<file path="config.mk">
export PLATFORM = sky130hd
export DESIGN_NAME = fir_tap_sequencer
export DESIGN_NICKNAME = d
export VERILOG_FILES = /design/src/rtl/fir_pkg.sv /design/src/rtl/fir_delay_chain.sv /design/src/rtl/fir_tap_sequencer.sv
export SDC_FILE = /design/constraint.sdc
export NUM_CORES = 1
export LEC_CHECK = 0
export ABC_CLOCK_PERIOD_IN_PS = 2700
export CAP_MARGIN = 25
export CORE_UTILIZATION = 36
export CTS_CLUSTER_SIZE = 28
export DETAILED_ROUTE_END_ITERATION = 7
export MAX_ROUTING_LAYER = met4
export PLACE_DENSITY_LB_ADDON = 0.25
export RECOVER_POWER = 50
export SKIP_LAST_GASP = 1
export SLEW_MARGIN = 15
export SYNTH_ARGS = -nofsm -noshare
export SYNTH_HDL_FRONTEND = slang
export SYNTH_HIERARCHICAL = 1
export SYNTH_SLANG_ARGS = --single-unit
</file>
<file path="constraint.sdc">
create_clock -name iClk12M -period 2.7 [get_ports iClk12M]
set_input_delay 0.54 -clock iClk12M [delete_from_list [all_inputs] [get_ports iClk12M]]
set_output_delay 0.54 -clock iClk12M [all_outputs]
set_load 0.03 [all_outputs]
</file>
<file path="src/rtl/fir_pkg.sv">
// Shared constants and FSM state type for the FIR tap sequencer.
package fir_pkg;
  localparam int TAP_NUM  = 10;
  localparam int SAMPLE_W = 3;
  localparam int MAC_W    = 16;
  localparam int DELAY_W  = 30;
  localparam int COEFF_AW = 4;
  localparam int OVR_W    = 8;

  typedef enum logic [1:0] {IDLE, SHIFT, RUN, CAPTURE} state_e;
endpackage

</file>
<file path="src/rtl/fir_delay_chain.sv">
// Sample delay line: newest sample enters the low bits, oldest falls off the top.
module fir_delay_chain #(
  parameter int TAPS = fir_pkg::TAP_NUM,
  parameter int SW   = fir_pkg::SAMPLE_W
) (
  input  logic               clk_i,
  input  logic               rst_i,
  input  logic               shift_en_i,
  input  logic [SW-1:0]      sample_i,
  output logic [TAPS*SW-1:0] chain_o
);
  logic [TAPS*SW-1:0] chain_q;

  always_ff @(posedge clk_i) begin
    if (rst_i)           chain_q <= '0;
    else if (shift_en_i) chain_q <= {chain_q[TAPS*SW-SW-1:0], sample_i};
  end

  assign chain_o = chain_q;
endmodule

</file>
<file path="src/rtl/fir_tap_sequencer.sv">
// FIR tap sequencer: shifts in a sample, walks the coefficient SRAM / MAC for
// TAP_NUM+1 cycles, then captures the MAC result. Optional FIR_OVERRUN_CNT_EN
// adds a saturating count of strobes dropped while busy.
module fir_tap_sequencer #(
  parameter int TAP_NUM  = fir_pkg::TAP_NUM,
  parameter int SAMPLE_W = fir_pkg::SAMPLE_W,
  parameter int MAC_W    = fir_pkg::MAC_W
) (
  input  logic                        iClk12M,
  input  logic                        iRst,
  input  logic                        iEnSample,
  input  logic [SAMPLE_W-1:0]         iFirIn,
  output logic [TAP_NUM*SAMPLE_W-1:0] oDelay,
  output logic                        oCsn,
  output logic [fir_pkg::COEFF_AW-1:0] oAddr,
  output logic                        oEnMul,
  output logic                        oEnAddAcc,
  input  logic [MAC_W-1:0]            iMac,
`ifdef FIR_OVERRUN_CNT_EN
  output logic [fir_pkg::OVR_W-1:0]   oOverrun,
`endif
  output logic [MAC_W-1:0]            oFirOut,
  output logic                        oValid,
  output logic                        oBusy
);
  import fir_pkg::*;

  localparam logic [COEFF_AW-1:0] LAST_CNT = COEFF_AW'(TAP_NUM);
  localparam logic [COEFF_AW-1:0] CSN_OFF  = COEFF_AW'(TAP_NUM - 1);

  state_e                state_q;
  logic [COEFF_AW-1:0]   cnt_q, cnt_d;
  logic [SAMPLE_W-1:0]   sample_q;
  logic [MAC_W-1:0]      fir_q;
  logic                  valid_q, mul_q, csn_q, busy_q;
  logic [COEFF_AW-1:0]   addr_q;

  assign cnt_d = cnt_q + COEFF_AW'(1);

  // Outputs are registered from the next state, so oAddr runs one tap ahead
  // of the MAC to cover the SRAM read latency.
  always_ff @(posedge iClk12M) begin
    if (iRst) begin
      state_q  <= IDLE;
      cnt_q    <= '0;
      sample_q <= '0;
      fir_q    <= '0;
      valid_q  <= 1'b0;
      mul_q    <= 1'b0;
      csn_q    <= 1'b1;
      addr_q   <= '0;
      busy_q   <= 1'b0;
    end else begin
      valid_q <= 1'b0;
      case (state_q)
        IDLE: if (iEnSample) begin
          state_q  <= SHIFT;
          sample_q <= iFirIn;
          addr_q   <= '0;
          csn_q    <= 1'b0;
          busy_q   <= 1'b1;
        end
        SHIFT: begin
          state_q <= RUN;
          cnt_q   <= '0;
          mul_q   <= 1'b1;
          addr_q  <= COEFF_AW'(1);
          csn_q   <= 1'b0;
        end
        RUN: if (cnt_q == LAST_CNT) begin
          state_q <= CAPTURE;
          cnt_q   <= '0;
          mul_q   <= 1'b0;
          csn_q   <= 1'b1;
          addr_q  <= '0;
        end else begin
          cnt_q  <= cnt_d;
          addr_q <= cnt_d + COEFF_AW'(1);
          csn_q  <= (cnt_d >= CSN_OFF);
        end
        CAPTURE: begin
          state_q <= IDLE;
          fir_q   <= iMac;
          valid_q <= 1'b1;
          busy_q  <= 1'b0;
        end
        default: state_q <= IDLE;
      endcase
    end
  end

  fir_delay_chain #(.TAPS(TAP_NUM), .SW(SAMPLE_W)) u_chain (
    .clk_i      (iClk12M),
    .rst_i      (iRst),
    .shift_en_i (state_q == SHIFT),
    .sample_i   (sample_q),
    .chain_o    (oDelay)
  );

`ifdef FIR_OVERRUN_CNT_EN
  logic [OVR_W-1:0] ovr_q;

  always_ff @(posedge iClk12M) begin
    if (iRst)
      ovr_q <= '0;
    else if (iEnSample && (state_q != IDLE) && (ovr_q != {OVR_W{1'b1}}))
      ovr_q <= ovr_q + OVR_W'(1);
  end

  assign oOverrun = ovr_q;
`endif

  assign oCsn      = csn_q;
  assign oAddr     = addr_q;
  assign oEnMul    = mul_q;
  assign oEnAddAcc = mul_q;
  assign oFirOut   = fir_q;
  assign oValid    = valid_q;
  assign oBusy     = busy_q;
endmodule
</file>
# --- Word level (Yosys, flattened, before mapping) ---
# Cells that the tools add are included.
totals:
  ff_bits: 63
  latchBits: 0
  ram_bits: 0
  mem_bits_ro: 0
  in_bits: 22
  out_inout_bits: 55
  wordCells: 44
  n_memories: 0
classes:
  n_addsub: 2
  mul: 0
  n_div: 0
  order_cmp: 1
  eq_ne: 6
  shift: 0
  muxes: 16
  n_bitwise: 0
  n_reduce_logical: 9
op_table:
  columns: ["operator", "count"]
  rows:
  - ["$mux W4", 3]
  - ["$pmux W4 S3", 1]
  - ["$reduce_and A2 Y1", 5]
  - ["$add A4 B1 Y4 const B", 2]
  - ["$pmux W2 S4", 1]
  - ["$pmux W4 S2", 1]
  - ["$mux W1", 5]
  - ["$eq A2 B2 Y1 const B", 2]
  - ["$eq A4 B4 Y1 const B", 1]
  - ["$ge A4 B4 Y1 const B", 1]
  - ["$mux W2", 2]
  - ["$ne A2 B2 Y1 const B", 2]
  - ["$pmux W1 S2", 2]
  - ["$reduce_bool A2 Y1", 2]
  - ["$pmux W1 S3", 1]
  - ["$reduce_bool A3 Y1", 1]
  - ["$eq A2 B1 Y1 const B", 1]
  - ["$logic_not A2 Y1", 1]

# --- Logic depth before layout (Yosys ltp) ---
depth:
  word_depth: 4
  depth_mapped: 7
  mapped_depth_nobuf: 6

# --- Hierarchy ---
# The synthesis kept the hierarchy.
by_module_without_submodules:
  columns: ["mod", "instances", "cells_per_inst", "area_per_inst_um2", "seq_area_each_um2"]
  rows:
  - ["fir_tap_sequencer", 1, 158, 1490.2, 660.6]
  - ["fir_delay_chain", 1, 97, 1096.1, 600.6]

# --- Worst setup path before layout ---
# Ideal clock, no wire load.
synth_timing:
  path_type: "flip-flop to flip-flop"
  startpoint: "register cnt_q[0]"
  endpoint: "register addr_q[3] (netlist: oAddr[3])"
  setup_time_ps: 130
  t_arrival_ps: 1375
  required_time_ps: 2570
  path_slack_ps: 1194
  path_stages_with_launch: 7
  n_path_buf: 0
  period_less_slack_ps: 1506
  path_cell_list: "dfxtp_1 -> inv_1 -> ha_1 -> nor2b_1 -> a22o_1 -> a21oi_1 -> o31ai_2"
synth_via:
  elab_chain_cells: 4
  word_cells_on_any_way: 5
  classes_between: "2 x add/sub; 1 x eq/ne; 2 x mux"
synth_rtl:
  columns: ["element", "line_no", "rtl"]
  rows:
  - ["start: declaration", "fir_tap_sequencer.sv:32", "logic [COEFF_AW-1:0] cnt_q, cnt_d;"]
  - ["start signal: assignment", "fir_tap_sequencer.sv:77", "cnt_q <= cnt_d;"]
  - ["$add A4 B1 Y4", "fir_tap_sequencer.sv:38", "assign cnt_d = cnt_q + COEFF_AW'(1);"]
  - ["$add A4 B1 Y4", "fir_tap_sequencer.sv:78", "addr_q <= cnt_d + COEFF_AW'(1);"]
  - ["$mux W4 (*)", "fir_tap_sequencer.sv:70", "RUN: if (cnt_q == LAST_CNT) begin"]
  - ["$pmux W4 S3 (*)", "fir_tap_sequencer.sv:55", "case (state_q)"]
  - ["end signal: assignment", "fir_tap_sequencer.sv:78", null]
  - ["end: declaration", "fir_tap_sequencer.sv:36", "logic [COEFF_AW-1:0] addr_q;"]
# Every way passes the cells marked *; elsewhere a longest branch is shown, timed or not.
# A chain may end at the register's enable or synchronous reset.

# --- Worst setup path after layout ---
layout_timing:
  startpoint: "register state_q[1]"
  endpoint: "register u_chain.chain_q[27] (netlist: u_chain/chain_o[27])"
layout_via:
  elab_chain_cells: 1
layout_rtl:
  columns: ["element", "line_no", "rtl"]
  rows:
  - ["start: declaration", "fir_tap_sequencer.sv:31", "state_e state_q;"]
  - ["start signal: assignment", "fir_tap_sequencer.sv:44", "state_q <= IDLE;"]
  - ["start signal: assignment", "fir_tap_sequencer.sv:57", "state_q <= SHIFT;"]
  - ["start signal: assignment", "fir_tap_sequencer.sv:64", "state_q <= RUN;"]
  - ["$eq A2 B1 Y1", "fir_tap_sequencer.sv:95", ".shift_en_i (state_q == SHIFT),"]
  - ["end signal: assignment", "fir_delay_chain.sv:16", "else if (shift_en_i) chain_q <= {chain_q[TAPS*SW-SW-1:0], sample_i};"]
  - ["end: declaration", "fir_delay_chain.sv:12", "logic [TAPS*SW-1:0] chain_q;"]
# No other way between the ends.

==> results.json <==
{
  "crit_buf_inv": 2,
  "num_rows": 30,
  "synth_cell_types": 34,
  "die_h_um": 86.76,
  "nets": 359,
  "power_density_nw_per_um2": 797.1,
  "max_slew_margin": 0.2125,
  "drc_errors": 0,
  "io_pins": 77,
  "syn_nets": 285,
  "crit_type": "reg -> reg",
  "layout_common_cells": "clkdlybuf4s50_1 (75), dfxtp_1 (63), nor2_1 (51)",
  "maxSlewViolCount": 0,
  "routedWlPerCell_um": 12.08,
  "area_growth_pct": 38.27,
  "gp_congestion": 0.7405,
  "fin_skew_ns": 0.006424,
  "ant_nets": 0,
  "yosys_warnings": 6,
  "synthCells": 255,
  "cp-start-kind": "register",
  "crit_cells": 5,
  "p_leak_nw": 1.333,
  "critical-path-top-delay-family": "buffers and inverters",
  "cap_viol_max_count": 0,
  "drt-initial-drc-count": 76,
  "required_ns": 2.89,
  "grt_max_degree": 25,
  "ctsHoldBuffers": 0,
  "clock_sinks": 63,
  "crit_chain": "inv_1, ha_1, clkbuf_2, mux2i_1, nor2_1",
  "antenna_cells": 0,
  "clock_latency_ns": 0.33,
  "crit_fanout": 23,
  "ir_drop_mv": 0.4085,
  "coreArea_um2": 6869,
  "n_fill_cell": 623,
  "cp-end-kind": "register",
  "die-area_um2": 7527,
  "p_switching_w": 0.0008787,
  "status": "finished clean",
  "grt_pass1_vias": 1881,
  "hpwl_mm": 3.595,
  "finalHoldViolations": 0,
  "drt-pass1-iter-count": 4,
  "cts_resized": 0,
  "seq_power_share": 0.371,
  "finalCritPeriodShare": 0.7712,
  "rsz0062_at_grt": "no",
  "max_slew.worst_pin.slew_ns": 1.181,
  "layout_commonest_cell": "clkdlybuf4s50_1",
  "clkTransAtPathRegs_ns": 0.07,
  "hold_path_class": "reg -> reg",
  "sw_frac_of_total": 0.3083,
  "fin_total_pwr_w": 0.002850,
  "seq_area_frac_synth": 0.4877,
  "die_w_um": 86.76,
  "wirelength_mm": 5.196,
  "grt_usage": 0.1534,
  "drive_gt1_frac": 0.06886,
  "gr-total-overflow": 0,
  "setup_viol": 0,
  "fmax_mhz": 480.3,
  "syn_area_um2": 2586,
  "share_clk_of_total_power": 0.341,
  "slowest_delay_ns": 0.68,
  "combinationalPowerShare": 0.288,
  "critical_path.slowest_cell": "clkbuf_2",
  "intPower_w": 0.001972,
  "grt_pass1_wl_mm": 8.659,
  "portBuffers": 76,
  "antenna_found_initial": 0,
  "ys_seq_elements": 63,
  "routed_via_density": 4.637,
  "initial_core_util": 0.3765,
  "post_cts_buffers": 0,
  "root_buffer": "clkbuf_8",
  "cts_tree": "done",
  "worstPathArrival_ns": 2.27,
  "ff2ff_path_depth": 5,
  "cts_buffer_depth": 2,
  "min_path_cells": 2,
  "vias": 1994,
  "syn_avg_cell_area_um2": 10.14,
  "h-tree-depth": 3,
  "setup_tns_ns": 0,
  "post-route-min-period_ns": 2.082,
  "numCtsBuffers": 9
}
==> metal layers <==
layer | track usage | share of wire
met1 | 0.1876 | 0.46
met3 | 0.05810 | 0.074
met4 | 0.07727 | 0.025
met2 | 0.2201 | 0.44
met5 | - | 0
==> flip-flops by register name, indices dropped and copies added (netlist names) <==
register         flops
oValid               1
u_chain/chain_o     30
oEnAddAcc            1
oAddr                4
state_q              2
oCsn                 1
sample_q             3
oBusy                1
cnt_q                4
oFirOut             16
==> power groups by stage <==
stage / clock (W) / sequential [W] / combinational [W]
floorplan: 0 / 0.00117 / 0.000618
global placement: 0 / 0.00108 / 0.000818
detailed placement: 0 / 0.00108 / 0.000825
CTS: 0.000997 / 0.00106 / 0.000829
global route: 0.00104 / 0.00107 / 0.000892
finish: 0.000972 / 0.00106 / 0.000821
==> area by class of cell <==
class	instances	area [um2]	area share
well taps	96	120.1	0.03359
flip-flops and latches	63	1261	0.3527
inverters	6	22.52	0.006298
clock inverters	2	60.06	0.01679
multi-input cells	169	1159	0.3240
clock buffers	14	182.7	0.05108
repair buffers	80	770.7	0.2155
==> synthesized netlist by cell type, drive strengths merged <==
| master | instances | area (um2) |
|---|---|---|
| nor2b | 3 | 21.27 |
| o221a | 1 | 11.26 |
| nand3 | 9 | 45.04 |
| dfxtp | 63 | 1261 |
| nand2b | 4 | 25.02 |
| and2b | 1 | 8.760 |
| o211ai | 1 | 7.510 |
| xor2 | 2 | 17.52 |
| o31ai | 1 | 12.51 |
| nand2 | 11 | 41.29 |
| o32ai | 1 | 8.760 |
| nand3b | 1 | 20.02 |
| xnor2 | 1 | 8.760 |
| or2b | 1 | 7.510 |
| ha | 8 | 100.1 |
| buf | 10 | 115.1 |
| o21ai | 5 | 25.02 |
| a31o | 1 | 8.760 |
| nor2 | 51 | 191.4 |
| inv | 6 | 22.52 |
| mux2i | 46 | 460.4 |
| clkbuf | 7 | 26.28 |
| nor3b | 1 | 18.77 |
| a21oi | 13 | 65.06 |
| a22oi | 1 | 7.510 |
| and2 | 1 | 7.510 |
| a22o | 1 | 8.760 |
| nor4 | 1 | 6.260 |
| a32oi | 3 | 26.28 |
==> cell families (layout without fill, tap and decap cells) <==
group	after synthesis	after routing	synth area share
AND/OR/NAND/NOR	84	84	0.1519
buffers and inverters	23	102	0.06338
AO/OA/AOI/OAI	28	28	0.07015
adder cells (fa/ha/maj)	8	8	0.03870
XOR/XNOR	3	3	0.01016
multiplexers	46	46	0.1780
flip-flops	63	63	0.4877
==> per-stage QoR <==
step	util	instance area (um2)	setup WS [ns]	hold slack [ns]	instances
floorplan	-	2586	1.194	0.4360	255
detailed placement	0.4882	3353	0.8230	0.4500	414
finish	0.5206	3576	0.6179	0.4610	430
CTS	0.5235	3596	0.7224	0.4593	430
global route	0.5206	3576	0.4023	0.4911	430
global placement	0.4882	3353	0.8502	0.4476	414
==> worst reg2reg max path, stage by stage, from the launching register on <==
cell,delay (ns)
dfxtp_1,0.34
inv_1,0.08
ha_1,0.51
clkbuf_2,0.68
mux2i_1,0.29
nor2_1,0.05
==> final timing paths <==
path | from | endpoint | slack (ns)
worst max-delay path | state_q[1]$_SDFFE_PP0P_ | u_chain/chain_o[27]$_SDFFE_PP0P_ | 0.62
worst max register to register | state_q[1]$_SDFFE_PP0P_ | u_chain/chain_o[27]$_SDFFE_PP0P_ | 0.62
worst min-delay path | sample_q[1]$_SDFFE_PP0P_ | sample_q[1]$_SDFFE_PP0P_ | 0.46
worst min register to register | sample_q[1]$_SDFFE_PP0P_ | sample_q[1]$_SDFFE_PP0P_ | 0.46
(Power assumes the default switching activity.)
